[src/rtl/controle_cronometro_if.sv]
// Stopwatch control bundle: raw active-low push-buttons in, counter/display control out.
interface controle_cronometro_if;
    logic       key_start_stop_n;
    logic       key_clear_n;
    logic       key_lap_n;
    logic       enable;
    logic       clear_n;
    logic       lap_freeze;
    logic [1:0] state;

    modport master (
        output key_start_stop_n,
        output key_clear_n,
        output key_lap_n,
        input  enable,
        input  clear_n,
        input  lap_freeze,
        input  state
    );

    modport slave (
        input  key_start_stop_n,
        input  key_clear_n,
        input  key_lap_n,
        output enable,
        output clear_n,
        output lap_freeze,
        output state
    );
endinterface

[src/rtl/controle_cronometro.sv]
// Stopwatch control: per-button sync + debounce + press detect, feeding a 4-state
// run/pause/lap FSM whose registered outputs drive the counter and display path.
module controle_cronometro #(
    parameter int DEBOUNCE_TICKS = 2
) (
    input  logic                 clk_100hz,
    input  logic                 reset,
    controle_cronometro_if.slave bus
);

    localparam int         NKEYS     = 3;
    localparam logic [3:0] DEB_LIMIT = 4'(DEBOUNCE_TICKS);

    // Button index: 0 = start/stop, 1 = clear, 2 = lap.
    logic [NKEYS-1:0] key_raw;
    logic [NKEYS-1:0] key_press;

    assign key_raw = {bus.key_lap_n, bus.key_clear_n, bus.key_start_stop_n};

    genvar gi;
    generate
        for (gi = 0; gi < NKEYS; gi++) begin : g_key
            logic       sync1_q;
            logic       sync2_q;
            logic       level_q;
            logic       level_d;
            logic [3:0] cnt_q;
            logic [3:0] cnt_d;
            logic       press_q;
            logic       press_d;

            always_comb begin
                level_d = level_q;
                cnt_d   = 4'd0;
                if (sync2_q != level_q) begin
                    if (cnt_q + 4'd1 >= DEB_LIMIT) begin
                        level_d = sync2_q;
                    end else begin
                        cnt_d = cnt_q + 4'd1;
                    end
                end
                // Only the released->pressed transition of the accepted level counts.
                press_d = level_q & ~level_d;
            end

            always_ff @(posedge clk_100hz or negedge reset) begin
                if (!reset) begin
                    sync1_q <= 1'b1;
                    sync2_q <= 1'b1;
                    level_q <= 1'b1;
                    cnt_q   <= 4'd0;
                    press_q <= 1'b0;
                end else begin
                    sync1_q <= key_raw[gi];
                    sync2_q <= sync1_q;
                    level_q <= level_d;
                    cnt_q   <= cnt_d;
                    press_q <= press_d;
                end
            end

            assign key_press[gi] = press_q;
        end
    endgenerate

    typedef enum logic [1:0] {
        ST_IDLE    = 2'b00,
        ST_RUNNING = 2'b01,
        ST_PAUSED  = 2'b10,
        ST_LAP     = 2'b11
    } state_t;

    state_t state_q;
    state_t state_d;
    logic   enable_q;
    logic   enable_d;
    logic   clear_n_q;
    logic   clear_n_d;
    logic   lap_freeze_q;
    logic   lap_freeze_d;

    // Same-cycle events resolve clear > start/stop > lap; losers are dropped.
    logic ev_clear;
    logic ev_start_stop;
    logic ev_lap;

    assign ev_clear      = key_press[1];
    assign ev_start_stop = key_press[0] & ~key_press[1];
    assign ev_lap        = key_press[2] & ~key_press[1] & ~key_press[0];

    always_ff @(posedge clk_100hz or negedge reset) begin
        if (!reset) begin
            state_q      <= ST_IDLE;
            enable_q     <= 1'b0;
            clear_n_q    <= 1'b1;
            lap_freeze_q <= 1'b0;
        end else begin
            state_q      <= state_d;
            enable_q     <= enable_d;
            clear_n_q    <= clear_n_d;
            lap_freeze_q <= lap_freeze_d;
        end
    end

    always_comb begin
        state_d = state_q;
        unique case (state_q)
            ST_IDLE: begin
                if (ev_start_stop) state_d = ST_RUNNING;
            end
            ST_RUNNING: begin
                if (ev_start_stop)  state_d = ST_PAUSED;
                else if (ev_lap)    state_d = ST_LAP;
            end
            ST_LAP: begin
                if (ev_start_stop)  state_d = ST_PAUSED;
                else if (ev_lap)    state_d = ST_RUNNING;
            end
            ST_PAUSED: begin
                if (ev_clear)           state_d = ST_IDLE;
                else if (ev_start_stop) state_d = ST_RUNNING;
            end
            default: state_d = ST_IDLE;
        endcase
    end

    // Outputs are decoded from the next state so they land together with it.
    always_comb begin
        enable_d     = (state_d == ST_RUNNING) || (state_d == ST_LAP);
        lap_freeze_d = (state_d == ST_LAP);
        clear_n_d    = ~(ev_clear && ((state_q == ST_IDLE) || (state_q == ST_PAUSED)));
    end

    assign bus.enable     = enable_q;
    assign bus.clear_n    = clear_n_q;
    assign bus.lap_freeze = lap_freeze_q;
    assign bus.state      = state_q;

endmodule

[src/flat_wrapper.sv]
// flat-port wrapper written by rule: the top's interface ports become plain ports
module controle_cronometro_flat 
#(
    parameter int DEBOUNCE_TICKS = 2
)
  (clk_100hz, reset, bus_key_start_stop_n, bus_key_clear_n, bus_key_lap_n, bus_enable, bus_clear_n, bus_lap_freeze, bus_state);
  controle_cronometro_if bus_i ();
  input  logic clk_100hz;
  input  logic reset;
  input wire logic [$bits(bus_i.key_start_stop_n)-1:0] bus_key_start_stop_n;
  input wire logic [$bits(bus_i.key_clear_n)-1:0] bus_key_clear_n;
  input wire logic [$bits(bus_i.key_lap_n)-1:0] bus_key_lap_n;
  output wire logic [$bits(bus_i.enable)-1:0] bus_enable;
  output wire logic [$bits(bus_i.clear_n)-1:0] bus_clear_n;
  output wire logic [$bits(bus_i.lap_freeze)-1:0] bus_lap_freeze;
  output wire logic [$bits(bus_i.state)-1:0] bus_state;
  assign bus_i.key_start_stop_n = bus_key_start_stop_n;
  assign bus_i.key_clear_n = bus_key_clear_n;
  assign bus_i.key_lap_n = bus_key_lap_n;
  assign bus_enable = bus_i.enable;
  assign bus_clear_n = bus_i.clear_n;
  assign bus_lap_freeze = bus_i.lap_freeze;
  assign bus_state = bus_i.state;
  controle_cronometro #(.DEBOUNCE_TICKS(DEBOUNCE_TICKS)) u_core (.clk_100hz(clk_100hz), .reset(reset), .bus(bus_i));
endmodule
[config.mk]
export PLATFORM = sky130hd
export DESIGN_NAME = controle_cronometro_flat
export DESIGN_NICKNAME = d
export VERILOG_FILES = /design/src/rtl/controle_cronometro_if.sv /design/src/rtl/controle_cronometro.sv /design/src/flat_wrapper.sv
export SDC_FILE = /design/constraint.sdc
export NUM_CORES = 1
export LEC_CHECK = 0
export BUFFER_PORTS_ARGS = -buffer_cell sky130_fd_sc_hd__buf_4
export CORE_AREA = 2 2 63 65
export CTS_CLUSTER_SIZE = 30
export DETAILED_ROUTE_END_ITERATION = 8
export DIE_AREA = 0 0 65 67
export PLACE_DENSITY_LB_ADDON = 0.08
export SYNTH_ARGS = -nofsm -noshare
export SYNTH_HDL_FRONTEND = slang
export SYNTH_SLANG_ARGS = --single-unit
export TNS_END_PERCENT = 20
[constraint.sdc]
create_clock -name clk_100hz -period 1.3 [get_ports clk_100hz]
set_input_delay 0.065 -clock clk_100hz [delete_from_list [all_inputs] [get_ports clk_100hz]]
set_output_delay 0.065 -clock clk_100hz [all_outputs]
set_load 0.02 [all_outputs]
==> flow_summary_export.csv <==
group,metric,value,unit
worst_setup_path,path_class,"register to register",
detailed_routing,drt_iter0_drc,40,
yosys,avgSynthCellArea,13.11,um^2
yosys,synth_top_area_share,35.92,%
power,p_leak,0.7757,nW
grt,grt_antenna_before_repair,0,
yosys,synth_edf_count,0,
power,max-vdd-ir-drop,856.1,uV
clock_network,cts_tree,"yes",
yosys,synth.distinct_cells,28,
grt,grt_max_degree,30,
worst_setup_path,critPathBufInv,1,
worst_setup_path,cpPeakStageDelay,0.37,ns
detailed_routing,drc,0,
power,power_density,1328,nW/um^2
sta,fin_crit,1.403,ns
place,io_buffers,9,
sta,period_share,107.9,%
yosys,seq_area_frac_synth,55.77,%
yosys,syn-instance-count,101,
grt,grt_pass1_wl,3567,um
clock_network,clk_pin_slew_worst_paths,0.06,ns
detailed_routing,wl_per_cell,10.89,um
sta,fmax,0.7129,GHz
layout,fin_area,1754,um^2
outcome,outcome,"finished, violations left",
worst_setup_path,crit_chain,"inv_1, ha_1, and4b_1, and3_4, nor4b_4",
sta,rsz0062_at_grt,"true",
layout,synthToLayoutAreaGrowth,32.51,%
clock_network,numCtsBuffers,5,
floorplanning,placementRows,22,
yosys,yosys.area.top_type,"dfrtp_1",
yosys,synth_commonest_cells,"dfrtp_1, dfstp_2, ha_1",
outcome,violations,"setup timing",
floorplanning,die_area,4355,um^2
yosys,synth_most_common_cell,"dfrtp_1",
detailed_routing,ant_nets,0,
place,placedCellCount,173,
layout,antenna_cells,0,
yosys,synth-async-reset-ratio,100.0,%
grt,grt_use_total,10.83,%
worst_setup_path,r2r_cells,5,
worst_setup_path,cp_max_fo,3,
clock_network,cts_root_buf,"clkbuf_8",
floorplanning,io_pins,10,
sta,whs,0.2662,ns
grt,overflow,0,
grt,grt_pass1_vias,855,
sta,layout_setup_ws,-0.1027,ns
detailed_routing,vias,854,
yosys,ys_seq_elements,29,
layout,post-route-util,48.65,%
clock_network,cts_sinks,29,
worst_setup_path,path_delay_family,"simple AND/OR/NAND/NOR gates",
min_path,hp-class,"input pin to asynchronous set/reset pin",
worst_setup_path,crit_path_start_kind,"register",
layout,stdcell_count,188,
run,cap_violations,0,
worst_setup_path,worstPathRequired,1.48,ns
floorplanning,core_area,3606,um^2
clock_network,clkLatencyLatePin,0.27,ns
clock_network,cts_htree_levels,2,
detailed_routing,wl,2048,um
place,gp_congestion,0.6969,
sta,fin_worst_skew,0.004557,ns
layout,fillers,335,
detailed_routing,detail_route.first_pass.iterations,4,
worst_setup_path,arrival,1.58,ns
yosys,synth_flop_cell,"dfrtp_1",
floorplanning,start_util,36.71,%
yosys,synthesis.area,1324,um^2
sta,hold_viol_final,0,
worst_setup_path,path_depth,5,
place,dp_hpwl,1437,um
worst_setup_path,end_kind,"register",
power,p_total,2.330,mW
sta,finalMaxSlewViolations,0,
detailed_routing,vias_per_cell,4.543,
sta,setup_viol,9,
worst_setup_path,crit_slowest_cell,"dfrtp_1",
layout,fin_nets,150,
layout,drive_gt1_share,38.57,%
place,placed_cell_area,1538,um^2
clock_network,clk_path_buf_depth,2,
floorplanning,dieHeight,67,um
floorplanning,fp.dieW,65,um
yosys,synth_warnings,0,
yosys,synth_area_leaders,"dfrtp_1, dfstp_2, ha_1",
-- what timing repair did --
action | 4_1_cts | 5_1_grt
buffers inserted | 2 | 1
hold buffers | 4 | 0
endpoints found under the setup margin | 9 | 9
pin swaps | 2 | 1
hold endpoints to repair | 22 | 0
gates resized for setup | 4 | 9
-- metrics by stage --
| stage | setup slack [ns] | TNS [ns] |
|---|---|---|
| 3_5_place_dp | -0.1346 | -0.8688 |
| 4_1_cts | -0.1055 | -0.7119 |
| 3_3_place_gp | -0.1394 | -0.7621 |
| 5_1_grt | -0.1932 | -1.191 |
| 2_1_floorplan | -0.06557 | -0.3150 |
| 6_report | -0.1027 | -0.4788 |
-- layout by cell type, fill, tap and decap left out --
| master | Yosys | routed |
|---|---|---|
| buf_4 | 0 | 20 |
| a21boi_0 | 1 | 1 |
| nor4b_4 | 3 | 3 |
| inv_2 | 0 | 1 |
| clkbuf_8 | 0 | 6 |
| nand2_1 | 3 | 3 |
| nor3_2 | 0 | 1 |
| conb_1 | 1 | 9 |
| nor2b_4 | 0 | 1 |
| dlygate4sd3_1 | 0 | 4 |
| xnor2_1 | 5 | 5 |
| nor2b_1 | 5 | 2 |
| o211ai_1 | 3 | 3 |
| o21ai_0 | 1 | 1 |
| ha_2 | 0 | 1 |
| a21bo_1 | 3 | 3 |
| dfrtp_1 | 19 | 18 |
| inv_1 | 4 | 3 |
| nand2b_1 | 4 | 3 |
| nor2b_2 | 0 | 2 |
| nand4b_1 | 3 | 3 |
| o21bai_1 | 1 | 1 |
| o21a_1 | 3 | 3 |
| a21oi_1 | 1 | 1 |
| dfrtp_2 | 0 | 1 |
| ha_1 | 6 | 4 |
| nor2_1 | 3 | 3 |
| nor3b_1 | 1 | 1 |
| a31oi_1 | 1 | 1 |
| dfstp_2 | 10 | 10 |
| o41ai_2 | 0 | 3 |
| and3_4 | 3 | 3 |
| clkbuf_1 | 1 | 2 |
| nand4_1 | 3 | 3 |
| ha_4 | 0 | 1 |
| nor3_1 | 3 | 2 |
| and4b_1 | 3 | 3 |
| nand2b_4 | 0 | 1 |
| nand3b_1 | 4 | 4 |
-- path summary, 6_finish.rpt --
| check | from | to | slack (ns) |
|---|---|---|---|
| max | u_core.g_key[1].cnt_q[1]$_DFF_PN0_ | u_core.ev_clear$_DFF_PN0_ | -0.10 |
| min | reset | u_core.g_key[2].press_q$_DFF_PN0_ | 0.27 |
| max reg2reg | u_core.g_key[1].cnt_q[1]$_DFF_PN0_ | u_core.ev_clear$_DFF_PN0_ | -0.10 |
| min reg2reg | u_core.g_key[2].sync1_q$_DFF_PN1_ | u_core.g_key[2].sync2_q$_DFF_PN1_ | 0.36 |
| max in group asynchronous | reset | u_core.g_key[0].sync2_q$_DFF_PN1_ | 0.73 |
| min in group clk_100hz | u_core.g_key[2].sync1_q$_DFF_PN1_ | u_core.g_key[2].sync2_q$_DFF_PN1_ | 0.36 |
-- final cells by class --
type / instances / area [um^2] / area share [%]
flip-flops and latches: 29 / 739.5 / 42.15
multi-input cells: 75 / 659.4 / 37.59
repair buffers: 24 / 190.2 / 10.84
clock buffers: 8 / 90.09 / 5.136
well taps: 48 / 60.06 / 3.424
inverters: 4 / 15.01 / 0.8559
-- power breakdown --
group / switching [mW] / internal [mW] / total, mW
Combinational: 0.215 / 0.248 / 0.463
Clock: 0.293 / 0.430 / 0.723
Sequential: 0.116 / 1.03 / 1.14
Total: 0.624 / 1.71 / 2.33
-- logic make-up (layout without fill, tap and decap cells) --
| kind of cell | count (synthesis) | in the layout | share of synthesized area [%] |
|---|---|---|---|
| simple gates | 38 | 38 | 23.54 |
| flops | 29 | 29 | 55.77 |
| compound gates | 17 | 17 | 10.02 |
| fa+ha+maj | 6 | 6 | 5.671 |
| xor+xnor | 5 | 5 | 3.308 |
| buf+inv | 5 | 36 | 1.417 |
| other cells | 1 | 9 | 0.2833 |
-- flip-flops by register name (all words and copies together), names as in the netlist --
signal and flops:
u_core.bus.state 2, u_core.g_key.level_q 3, u_core.ev_clear 1, u_core.bus.enable 1, u_core.bus.lap_freeze 1, u_core.g_key.sync2_q 3
u_core.g_key.cnt_q 12, u_core.g_key.sync1_q 3, u_core.bus.clear_n 1, u_core.g_key.press_q 2
-- layer usage --
layer  vias up  part of all wire [%]  global-route usage (%)
met5         -                     0                       0
met1       405                    45                   11.86
li1        431                     -                       -
met2        13                    50                   18.69
met3         5                   4.0                   4.561
met4         0                   1.1                   3.989
(Power assumes the default switching activity.)
